File: src/rtl/ysyx_22041461_mem_arbiter.sv
// ysyx_22041461_mem_arbiter
// Shares one memory port between the instruction-fetch (IF) and load/store
// (LS) requesters. One transaction is in flight at a time. Simultaneous
// requests are granted round-robin. The memory port is held until it is
// acknowledged or times out, then a one-cycle response pulse goes to the owner.
module ysyx_22041461_mem_arbiter #(
   parameter int ADDR_W   = 64,
   parameter int DATA_W   = 64,
   parameter int MAX_WAIT = 255
) (
   input  logic                clk,
   input  logic                rst,
   input  logic                if_req_valid,
   output logic                if_req_ready,
   input  logic [ADDR_W-1:0]   if_addr,
   output logic                if_resp_valid,
   output logic [DATA_W-1:0]   if_rdata,
   output logic                if_resp_err,
   input  logic                ls_req_valid,
   output logic                ls_req_ready,
   input  logic [ADDR_W-1:0]   ls_addr,
   input  logic                ls_wen,
   input  logic [DATA_W-1:0]   ls_wdata,
   input  logic [DATA_W/8-1:0] ls_wmask,
   output logic                ls_resp_valid,
   output logic [DATA_W-1:0]   ls_rdata,
   output logic                ls_resp_err,
   output logic                mem_req,
   output logic [ADDR_W-1:0]   mem_addr,
   output logic                mem_wen,
   output logic [DATA_W-1:0]   mem_wdata,
   output logic [DATA_W/8-1:0] mem_wmask,
   input  logic                mem_ack,
   input  logic [DATA_W-1:0]   mem_rdata,
   output logic                busy
);

   localparam int CNT_W = (MAX_WAIT > 2) ? $clog2(MAX_WAIT) : 1;
   localparam bit TIMEOUT_EN = (MAX_WAIT > 0);
   // The last WAIT cycle before a timeout; unused when the timeout is disabled.
   localparam logic [CNT_W-1:0] CNT_LAST = (MAX_WAIT > 0) ? CNT_W'(MAX_WAIT - 1) : '0;

   typedef enum logic [1:0] {S_IDLE, S_WAIT, S_RESP} state_t;
   typedef enum logic {G_IF, G_LS} grant_t;

   state_t            state_q, state_d;
   grant_t            last_grant_q;
   grant_t            owner_q;
   logic [CNT_W-1:0]  cnt_q;
   logic [DATA_W-1:0] rdata_q;
   logic              err_q;
   logic              timeout;

   // State register; an asynchronous reset discards any in-flight transaction.
   always_ff @(posedge clk or posedge rst) begin
      if (rst) state_q <= S_IDLE;
      else     state_q <= state_d;
   end

   // Next state, grant arbitration (ready) and timeout detection.
   always_comb begin
      state_d      = state_q;
      if_req_ready = 1'b0;
      ls_req_ready = 1'b0;
      timeout      = 1'b0;
      case (state_q)
         S_IDLE: begin
            if_req_ready = if_req_valid && (!ls_req_valid || last_grant_q == G_LS);
            ls_req_ready = ls_req_valid && (!if_req_valid || last_grant_q == G_IF);
            if (if_req_ready || ls_req_ready) state_d = S_WAIT;
         end
         S_WAIT: begin
            timeout = TIMEOUT_EN && (cnt_q == CNT_LAST) && !mem_ack;
            if (mem_ack || timeout) state_d = S_RESP;
         end
         S_RESP:  state_d = S_IDLE;
         default: state_d = S_IDLE;
      endcase
   end

   // Request capture on accept, wait counting, and response capture.
   always_ff @(posedge clk or posedge rst) begin
      if (rst) begin
         mem_addr     <= '0;
         mem_wen      <= 1'b0;
         mem_wdata    <= '0;
         mem_wmask    <= '0;
         last_grant_q <= G_LS;
         owner_q      <= G_IF;
         cnt_q        <= '0;
         rdata_q      <= '0;
         err_q        <= 1'b0;
      end else begin
         case (state_q)
            S_IDLE: begin
               if (if_req_ready) begin
                  mem_addr     <= if_addr;
                  mem_wen      <= 1'b0;
                  mem_wdata    <= '0;
                  mem_wmask    <= '0;
                  owner_q      <= G_IF;
                  last_grant_q <= G_IF;
                  cnt_q        <= '0;
               end else if (ls_req_ready) begin
                  mem_addr     <= ls_addr;
                  mem_wen      <= ls_wen;
                  mem_wdata    <= ls_wdata;
                  mem_wmask    <= ls_wen ? ls_wmask : '0;
                  owner_q      <= G_LS;
                  last_grant_q <= G_LS;
                  cnt_q        <= '0;
               end
            end
            S_WAIT: begin
               if (mem_ack) begin
                  rdata_q <= mem_wen ? '0 : mem_rdata;
                  err_q   <= 1'b0;
               end else if (timeout) begin
                  rdata_q <= '0;
                  err_q   <= 1'b1;
               end else begin
                  cnt_q <= cnt_q + 1'b1;
               end
            end
            default: ;
         endcase
      end
   end

   assign mem_req       = (state_q == S_WAIT);
   assign busy          = (state_q != S_IDLE);
   assign if_resp_valid = (state_q == S_RESP) && (owner_q == G_IF);
   assign ls_resp_valid = (state_q == S_RESP) && (owner_q == G_LS);
   assign if_rdata      = (owner_q == G_IF) ? rdata_q : '0;
   assign ls_rdata      = (owner_q == G_LS) ? rdata_q : '0;
   assign if_resp_err   = if_resp_valid && err_q;
   assign ls_resp_err   = ls_resp_valid && err_q;

endmodule

File: config.mk
export PLATFORM = sky130hd
export DESIGN_NAME = ysyx_22041461_mem_arbiter
export DESIGN_NICKNAME = d
export VERILOG_FILES = /design/src/rtl/ysyx_22041461_mem_arbiter.sv
export SDC_FILE = /design/constraint.sdc
export NUM_CORES = 1
export LEC_CHECK = 0
export ABC_AREA = 0
export CELL_PAD_IN_SITES_DETAIL_PLACEMENT = 1
export CELL_PAD_IN_SITES_GLOBAL_PLACEMENT = 1
export CORE_AREA = 4 4 207 209
export CTS_BUF_LIST = sky130_fd_sc_hd__clkbuf_8
export DETAILED_ROUTE_END_ITERATION = 16
export DIE_AREA = 0 0 211 213
export HOLD_SLACK_MARGIN = 0.05
export PLACE_DENSITY = 0.67
export SLEW_MARGIN = 40
export SYNTH_ARGS = -nofsm -noshare
export SYNTH_HDL_FRONTEND = slang
export SYNTH_SLANG_ARGS = --single-unit
File: constraint.sdc
create_clock -name clk -period 14.1 [get_ports clk]
set_input_delay 2.82 -clock clk [delete_from_list [all_inputs] [get_ports clk]]
set_output_delay 2.82 -clock clk [all_outputs]
set_load 0.05 [all_outputs]
==> flow_summary.json, run 1 <==
{
  "outcome": "finished, final reports clean",
  "die_width_um": 211,
  "cts-buffers-inserted": 41,
  "synthToLayoutAreaGrowth_pct": 72.4,
  "drive_gt1_frac": 0.0642,
  "worst-path-max-fanout": 68,
  "port_buffers": 542,
  "cap_viol_max_count": 0,
  "p_seq_frac": 0.244,
  "post_cts.repair.setup_buffers": 0,
  "report.final.hold_viol_count": 0,
  "num_rows": 74,
  "syn_avg_cell_area_sq_um": 11.7,
  "power.clock.fraction": 0.153,
  "ys_seq_area_frac": 0.573,
  "path_cells": "clkdlybuf4s50_1, nand2_1, and3_2, buf_4, clkdlybuf4s50_1",
  "vdd_ir_drop_max_mv": 0.139,
  "max_stage_delay_ns": 0.94,
  "grt-ovfl-total": 0,
  "syn_nets": 1072,
  "setup-violations-final": 0,
  "gp_congestion": 0.769,
  "tritoncts": "done",
  "floorplan.die_area_sq_mm": 0.0449,
  "critical_path_required_ns": 11.28,
  "first_global_vias": 9073,
  "power_leakage_nw": 7.11,
  "insertion_delay_ns": 0.55,
  "postPlaceCellArea_sq_mm": 0.0152,
  "cts-root-to-sink-buffers": 3,
  "cp.arrival_ns": 5.31,
  "dr_total_vias": 8402,
  "ys_ff_latch": 214,
  "design_area_sq_mm": 0.0161,
  "max-slew-margin-rel": 0.480,
  "grt_start_max_net_pins": 127,
  "final_setup_skew_ns": 0.0189,
  "combPwrFrac": 0.603,
  "cts_htree_levels": 2,
  "setup_repair_after_global_routing_missed_its_margin": "no",
  "netlist-cell-type-count": 38,
  "crit_path_frequent_cell": "sky130_fd_sc_hd__clkdlybuf4s50_1",
  "io_pins": 543,
  "fmax_mhz": 123,
  "worst_path_max_delay_cell": "sky130_fd_sc_hd__clkdlybuf4s50_1",
  "grt_first_pass_wirelength_um": 56200,
  "worst-setup-path-type": "input pin to primary output",
  "final_min_period_over_clock_period": 0.577,
  "average_vias_per_placed_instance": 4.45,
  "regArea_sq_mm": 0.00536,
  "p_sw_w": 0.00221,
  "remaining_drc_errors": 0,
  "setup_total_negative_slack_ns": 0,
  "floorplan.die.height_um": 213,
  "report.final.slew_viol_count": 0,
  "hold_path.class": "register to register",
  "finalWirelength_um": 38400,
  "ctsRootBufferMaster": "sky130_fd_sc_hd__clkbuf_8",
  "intPower_w": 0.00218,
  "start_kind": "input pin",
  "fin_nets": 1603,
  "cts_resized": 0,
  "detailedRoute.firstIterationViolations": 266,
  "placeableCoreArea_sq_mm": 0.0408,
  "p_sw_frac": 0.503,
  "synthCells": 800,
  "power.density_mw_per_mm2": 273,
  "cp-end-kind": "primary output",
  "layout.filler_cells": 4487,
  "initial_antenna_violation_count": 3,
  "detail-route-antenna-nets": 0,
  "area_used_by_multi_input_combinational_logic_sq_mm": 0.00363,
  "postCtsHoldBufs": 0,
  "max_slew.worst_pin.slew_ns": 0.779,
  "detail_route.wl_per_cell_um": 20.3,
  "groute.usage.overall": 0.161,
  "yosysWarnings": 0,
  "syn-cell-area_sq_mm": 0.00935,
  "dr.pass1.iters": 4,
  "cts.sinks": 214,
  "initial_utilization": 0.229,
  "place.detailed.hpwl_um": 29100,
  "post_cts_clock_slew_at_the_launch_and_capture_registers_of_the_worst_setup_and_hold_paths_ns": 0.06,
  "layout_min_cycle_time_ns": 8.13
}
-- flip-flops by register name, summed over array words and instances, names as in the netlist --
signal and cells:
mem_wen 1, last_grant_q 1, err_q 1, rdata_q 64, state_q 2, cnt_q 8, mem_addr 64, mem_wmask 8
owner_q 1, mem_wdata 64
-- worst max-delay path, delay by kind of cell --
family | cells | cell delay (ns)
and+or+nand+nor | 2 | 0.33
buffers and inverters | 3 | 2.12
-- layer usage --
layer / part of all wire / global-route usage
met2: 0.49 / 0.277
met3: 0.10 / 0.0680
met5: 0.00099 / 0
met4: 0.023 / 0.0440
met1: 0.38 / 0.186
-- cells in the final DEF, fill, tap and decap left out, drive strengths merged, types with 3 or more instances in the layout --
| cell | count |
|---|---|
| a21oi | 7 |
| a22o | 136 |
| and2 | 66 |
| and3 | 3 |
| buf | 11 |
| bufinv | 4 |
| clkbuf | 50 |
| clkdlybuf4s50 | 542 |
| dfrtp | 213 |
| inv | 17 |
| mux2i | 64 |
| nand2 | 70 |
| nand3 | 5 |
| nor2 | 10 |
| nor2b | 66 |
| o21ai | 68 |
-- cells by family (layout without fill, tap and decap cells) --
logic type               count (synthesis)  in the layout  share of synthesized area
AO/OA/AOI/OAI                          223            223                      0.180
adder cells (fa/ha/maj)                  2              2                    0.00268
buffers and inverters                   72            628                     0.0422
flip-flops                             214            214                      0.573
multiplexers                            65             65                     0.0701
other                                    0              1                          0
AND/OR/NAND/NOR                        224            224                      0.132
-- synth_stat cells --
library cell / number / area share
sky130_fd_sc_hd__a21boi_0: 2 / 0.0016
sky130_fd_sc_hd__a21o_1: 1 / 0.00080
sky130_fd_sc_hd__a21oi_1: 7 / 0.0037
sky130_fd_sc_hd__a22o_1: 136 / 0.13
sky130_fd_sc_hd__a2bb2oi_1: 2 / 0.0019
sky130_fd_sc_hd__a31oi_1: 1 / 0.00067
sky130_fd_sc_hd__and2_1: 66 / 0.044
sky130_fd_sc_hd__and3_1: 3 / 0.0020
sky130_fd_sc_hd__buf_2: 21 / 0.011
sky130_fd_sc_hd__buf_4: 6 / 0.0048
sky130_fd_sc_hd__buf_6: 10 / 0.012
sky130_fd_sc_hd__clkbuf_1: 28 / 0.011
sky130_fd_sc_hd__dfrtp_1: 213 / 0.57
sky130_fd_sc_hd__dfstp_2: 1 / 0.0028
sky130_fd_sc_hd__ha_1: 2 / 0.0027
sky130_fd_sc_hd__inv_1: 6 / 0.0024
sky130_fd_sc_hd__inv_2: 1 / 0.00040
sky130_fd_sc_hd__mux2_4: 1 / 0.0016
sky130_fd_sc_hd__mux2i_1: 64 / 0.069
sky130_fd_sc_hd__nand2_1: 67 / 0.027
sky130_fd_sc_hd__nand2_2: 2 / 0.0013
sky130_fd_sc_hd__nand2_4: 1 / 0.0012
sky130_fd_sc_hd__nand2b_1: 1 / 0.00067
sky130_fd_sc_hd__nand2b_4: 1 / 0.0015
sky130_fd_sc_hd__nand3_1: 5 / 0.0027
sky130_fd_sc_hd__nor2_1: 9 / 0.0036
sky130_fd_sc_hd__nor2_2: 1 / 0.00067
sky130_fd_sc_hd__nor2b_1: 66 / 0.044
sky130_fd_sc_hd__nor3_2: 1 / 0.0011
sky130_fd_sc_hd__nor3_4: 1 / 0.0017
sky130_fd_sc_hd__o21a_1: 2 / 0.0016
sky130_fd_sc_hd__o21ai_0: 48 / 0.026
sky130_fd_sc_hd__o21ai_1: 19 / 0.010
sky130_fd_sc_hd__o21ai_2: 1 / 0.00094
sky130_fd_sc_hd__o311a_2: 1 / 0.0012
sky130_fd_sc_hd__o311ai_1: 1 / 0.00094
sky130_fd_sc_hd__o311ai_4: 1 / 0.0028
sky130_fd_sc_hd__o41ai_1: 1 / 0.00094
-- power groups by stage --
stage,combinational [W],clock [W],sequential [W]
global placement,0.00265,0,0.00107
global route,0.00278,0.000734,0.00111
detailed placement,0.00269,0,0.00108
finish,0.00265,0.000672,0.00107
CTS,0.00269,0.000707,0.00107
floorplan,0.00113,0,0.00166
-- worst paths after layout --
check / start / to / slack, ns / cells after the start
worst max-delay path: if_req_valid / ls_req_ready / 5.97 / 5
worst min-delay path: mem_addr[11] / mem_addr[11] / 0.48 / 2
worst max register to register: state_q[0] / mem_wmask[3] / 11.49 / 5
worst min register to register: mem_addr[11] / mem_addr[11] / 0.48 / 2
max in group asynchronous: rst / owner_q / 10.11 / 3
min in group asynchronous: rst / mem_wdata[43] / 2.75 / 2
-- through the flow --
| stage | hold WS, ns | power (W) | worst slack, ns | std cells | utilization |
|---|---|---|---|---|---|
| floorplan | 0.454 | 0.00279 | 5.43 | 800 | - |
| global placement | 0.460 | 0.00372 | 5.97 | 1818 | 0.372 |
| detailed placement | 0.470 | 0.00376 | 5.95 | 1820 | 0.373 |
| CTS | 0.483 | 0.00447 | 5.94 | 1888 | 0.394 |
| global route | 0.504 | 0.00463 | 5.86 | 1888 | 0.395 |
| finish | 0.478 | 0.00439 | 5.97 | 1889 | 0.395 |
-- layout make-up --
class	instances	share of cell area
multi-input combinational	514	0.225
tap	532	0.0413
antenna	1	0.000155
clock inverter	18	0.0117
timing repair buffer	553	0.344
inverter	7	0.00241
sequential	214	0.333
clock buffer	50	0.0427
(Power assumes the default switching activity.)
==> run 2, diff against run 1 <==
Settings changed: CORE_AREA 4 4 207 209 to 4 4 208 210, DIE_AREA 0 0 211 213 to 0 0 212 214, PLACE_DENSITY 0.67 to 0.66.
Clock period 14.1 ns to 7.8 ns, I/O delays scaled along.
==> flow_summary.json, run 2 (same netlist as run 1, synthesis figures left out) <==
{
  "num_rows": 75,
  "detail_route.wl_per_cell_um": 20.3,
  "io_pins": 543,
  "vdd_ir_drop_max_mv": 0.248,
  "setup.worst_path.end": "if_req_ready",
  "initial_antenna_violation_count": 2,
  "antenna-diode-count": 0,
  "die_width_um": 212,
  "report.final.slew_viol_count": 0,
  "hold_path.class": "register to register",
  "outcome": "finished, final reports clean",
  "ctsRootBufferMaster": "sky130_fd_sc_hd__clkbuf_8",
  "cts_htree_levels": 2,
  "worst-r2r-setup-slack_ns": 5.44,
  "setup_total_negative_slack_ns": 0,
  "cts-root-to-sink-buffers": 3,
  "grt-ovfl-total": 0,
  "crit_path_start": "if_req_valid",
  "finalWirelength_um": 38400,
  "power.density_mw_per_mm2": 486,
  "whs_path_depth": 2,
  "layout.filler_cells": 4562,
  "cts-buffers-inserted": 40,
  "postCtsHoldBufs": 0,
  "fin_cells": 1892,
  "largestRegisters": "mem_addr x64, mem_wdata x64, rdata_q x64",
  "port_buffers": 542,
  "layout_common_cells": "542 x sky130_fd_sc_hd__clkdlybuf4s50_1, 212 x sky130_fd_sc_hd__dfrtp_1, 136 x sky130_fd_sc_hd__a22o_1",
  "cts.sinks": 214,
  "post_cts.repair.setup_buffers": 0,
  "placed_cells": 1823,
  "grt_first_pass_wirelength_um": 57000,
  "power_leakage_nw": 7.07,
  "detail-route-antenna-nets": 0,
  "mostFrequentLayoutCell": "sky130_fd_sc_hd__clkdlybuf4s50_1",
  "layout_min_cycle_time_ns": 5.10,
  "fmax_mhz": 196,
  "setup_repair_after_global_routing_missed_its_margin": "no",
  "cp-end-kind": "primary output",
  "setup-violations-final": 0,
  "insertion_delay_ns": 0.57,
  "start_kind": "input pin",
  "floorplan.die.height_um": 214,
  "floorplan.die_area_sq_mm": 0.0454,
  "tritoncts": "done",
  "dr.pass1.iters": 7,
  "cap_viol_max_count": 0,
  "critical_path_required_ns": 6.24,
  "placeableCoreArea_sq_mm": 0.0416,
  "grt_start_max_net_pins": 205,
  "r2r-start": "state_q[0]",
  "first_global_vias": 9093,
  "post_cts_clock_slew_at_the_launch_and_capture_registers_of_the_worst_setup_and_hold_paths_ns": 0.05,
  "dr_total_vias": 8462,
  "min_from": "mem_addr[19]",
  "synthToLayoutAreaGrowth_pct": 71.3,
  "drive_gt1_frac": 0.0591,
  "groute.usage.overall": 0.162,
  "max-slew-margin-rel": 0.477,
  "worst-path-max-fanout": 12,
  "worst_case_reg_to_reg_path_depth": 5,
  "report.final.hold_viol_count": 0,
  "remaining_drc_errors": 0,
  "final_min_period_over_clock_period": 0.653,
  "final_setup_skew_ns": 0.0141,
  "worst-setup-path-type": "input pin to primary output",
  "cts_resized": 0,
  "cp.arrival_ns": 3.54,
  "initial_utilization": 0.225,
  "fin_nets": 1599,
  "place.detailed.hpwl_um": 28800,
  "max_slew.worst_pin.slew_ns": 0.785,
  "rr_endpoint": "mem_wmask[4]",
  "detailedRoute.firstIterationViolations": 243,
  "average_vias_per_placed_instance": 4.47,
  "gp_congestion": 0.786
}
## run 2: cell types whose count changed in the layout (fill, tap and decap cells not counted), sizes merged
| cell | delta |
|---|---|
| buf | -3 |
| bufinv | -4 |
| clkinvlp | -1 |
| diode | -1 |
| clkbuf | +1 |
| inv | +4 |
## run 2: final cells by class
class / instances / area, sq um / share of cell area
clock buffer: 51 / 702 / 0.0438
clock inverter: 17 / 73.8 / 0.00461
inverter: 7 / 38.8 / 0.00242
multi-input combinational: 514 / 3630 / 0.227
sequential: 214 / 5360 / 0.335
tap: 539 / 674 / 0.0421
timing repair buffer: 550 / 5530 / 0.346
## run 2: worst min path at each step
stage	end	slack (ns)
final	mem_addr[19]	0.47
after global routing	mem_addr[19]	0.50
after CTS	mem_addr[19]	0.48
after detailed placement	mem_addr[19]	0.47
after global placement	mem_addr[47]	0.46
after floorplan	cnt_q[7]	0.45
## run 2: where the power goes
group	internal [W]	switching [W]
registers	0.00161	0.000343
clock network	0.000583	0.000484
logic	0.00163	0.00313
total	0.00382	0.00396
## run 2: per-stage QoR
| stage | setup slack, ns | total power (W) | utilization | area (sq um) | hold WS (ns) |
|---|---|---|---|---|---|
| after global placement | 2.72 | 0.00670 | 0.366 | 15200 | 0.460 |
| after global routing | 2.62 | 0.00819 | 0.385 | 16000 | 0.501 |
| after detailed placement | 2.67 | 0.00675 | 0.366 | 15200 | 0.469 |
| after floorplan | 0.391 | 0.00505 | - | 9350 | 0.454 |
| final | 2.70 | 0.00778 | 0.385 | 16000 | 0.474 |
| after CTS | 2.66 | 0.00788 | 0.384 | 16000 | 0.481 |
## run 2: worst max-delay path, stage by stage
cell and delay [ns]:
sky130_fd_sc_hd__clkdlybuf4s50_1 0.61, sky130_fd_sc_hd__nand3_4 0.29, sky130_fd_sc_hd__inv_1 0.21, sky130_fd_sc_hd__clkdlybuf4s50_1 0.86
## run 2: per-layer routing
| metal | vias to the layer above | track usage | part of all wire |
|---|---|---|---|
| met3 | 59 | 0.0741 | 0.11 |
| met2 | 400 | 0.277 | 0.49 |
| met4 | 2 | 0.0434 | 0.022 |
| met5 | - | 0 | 0.00034 |
| met1 | 4120 | 0.182 | 0.38 |
| li1 | 3881 | - | - |
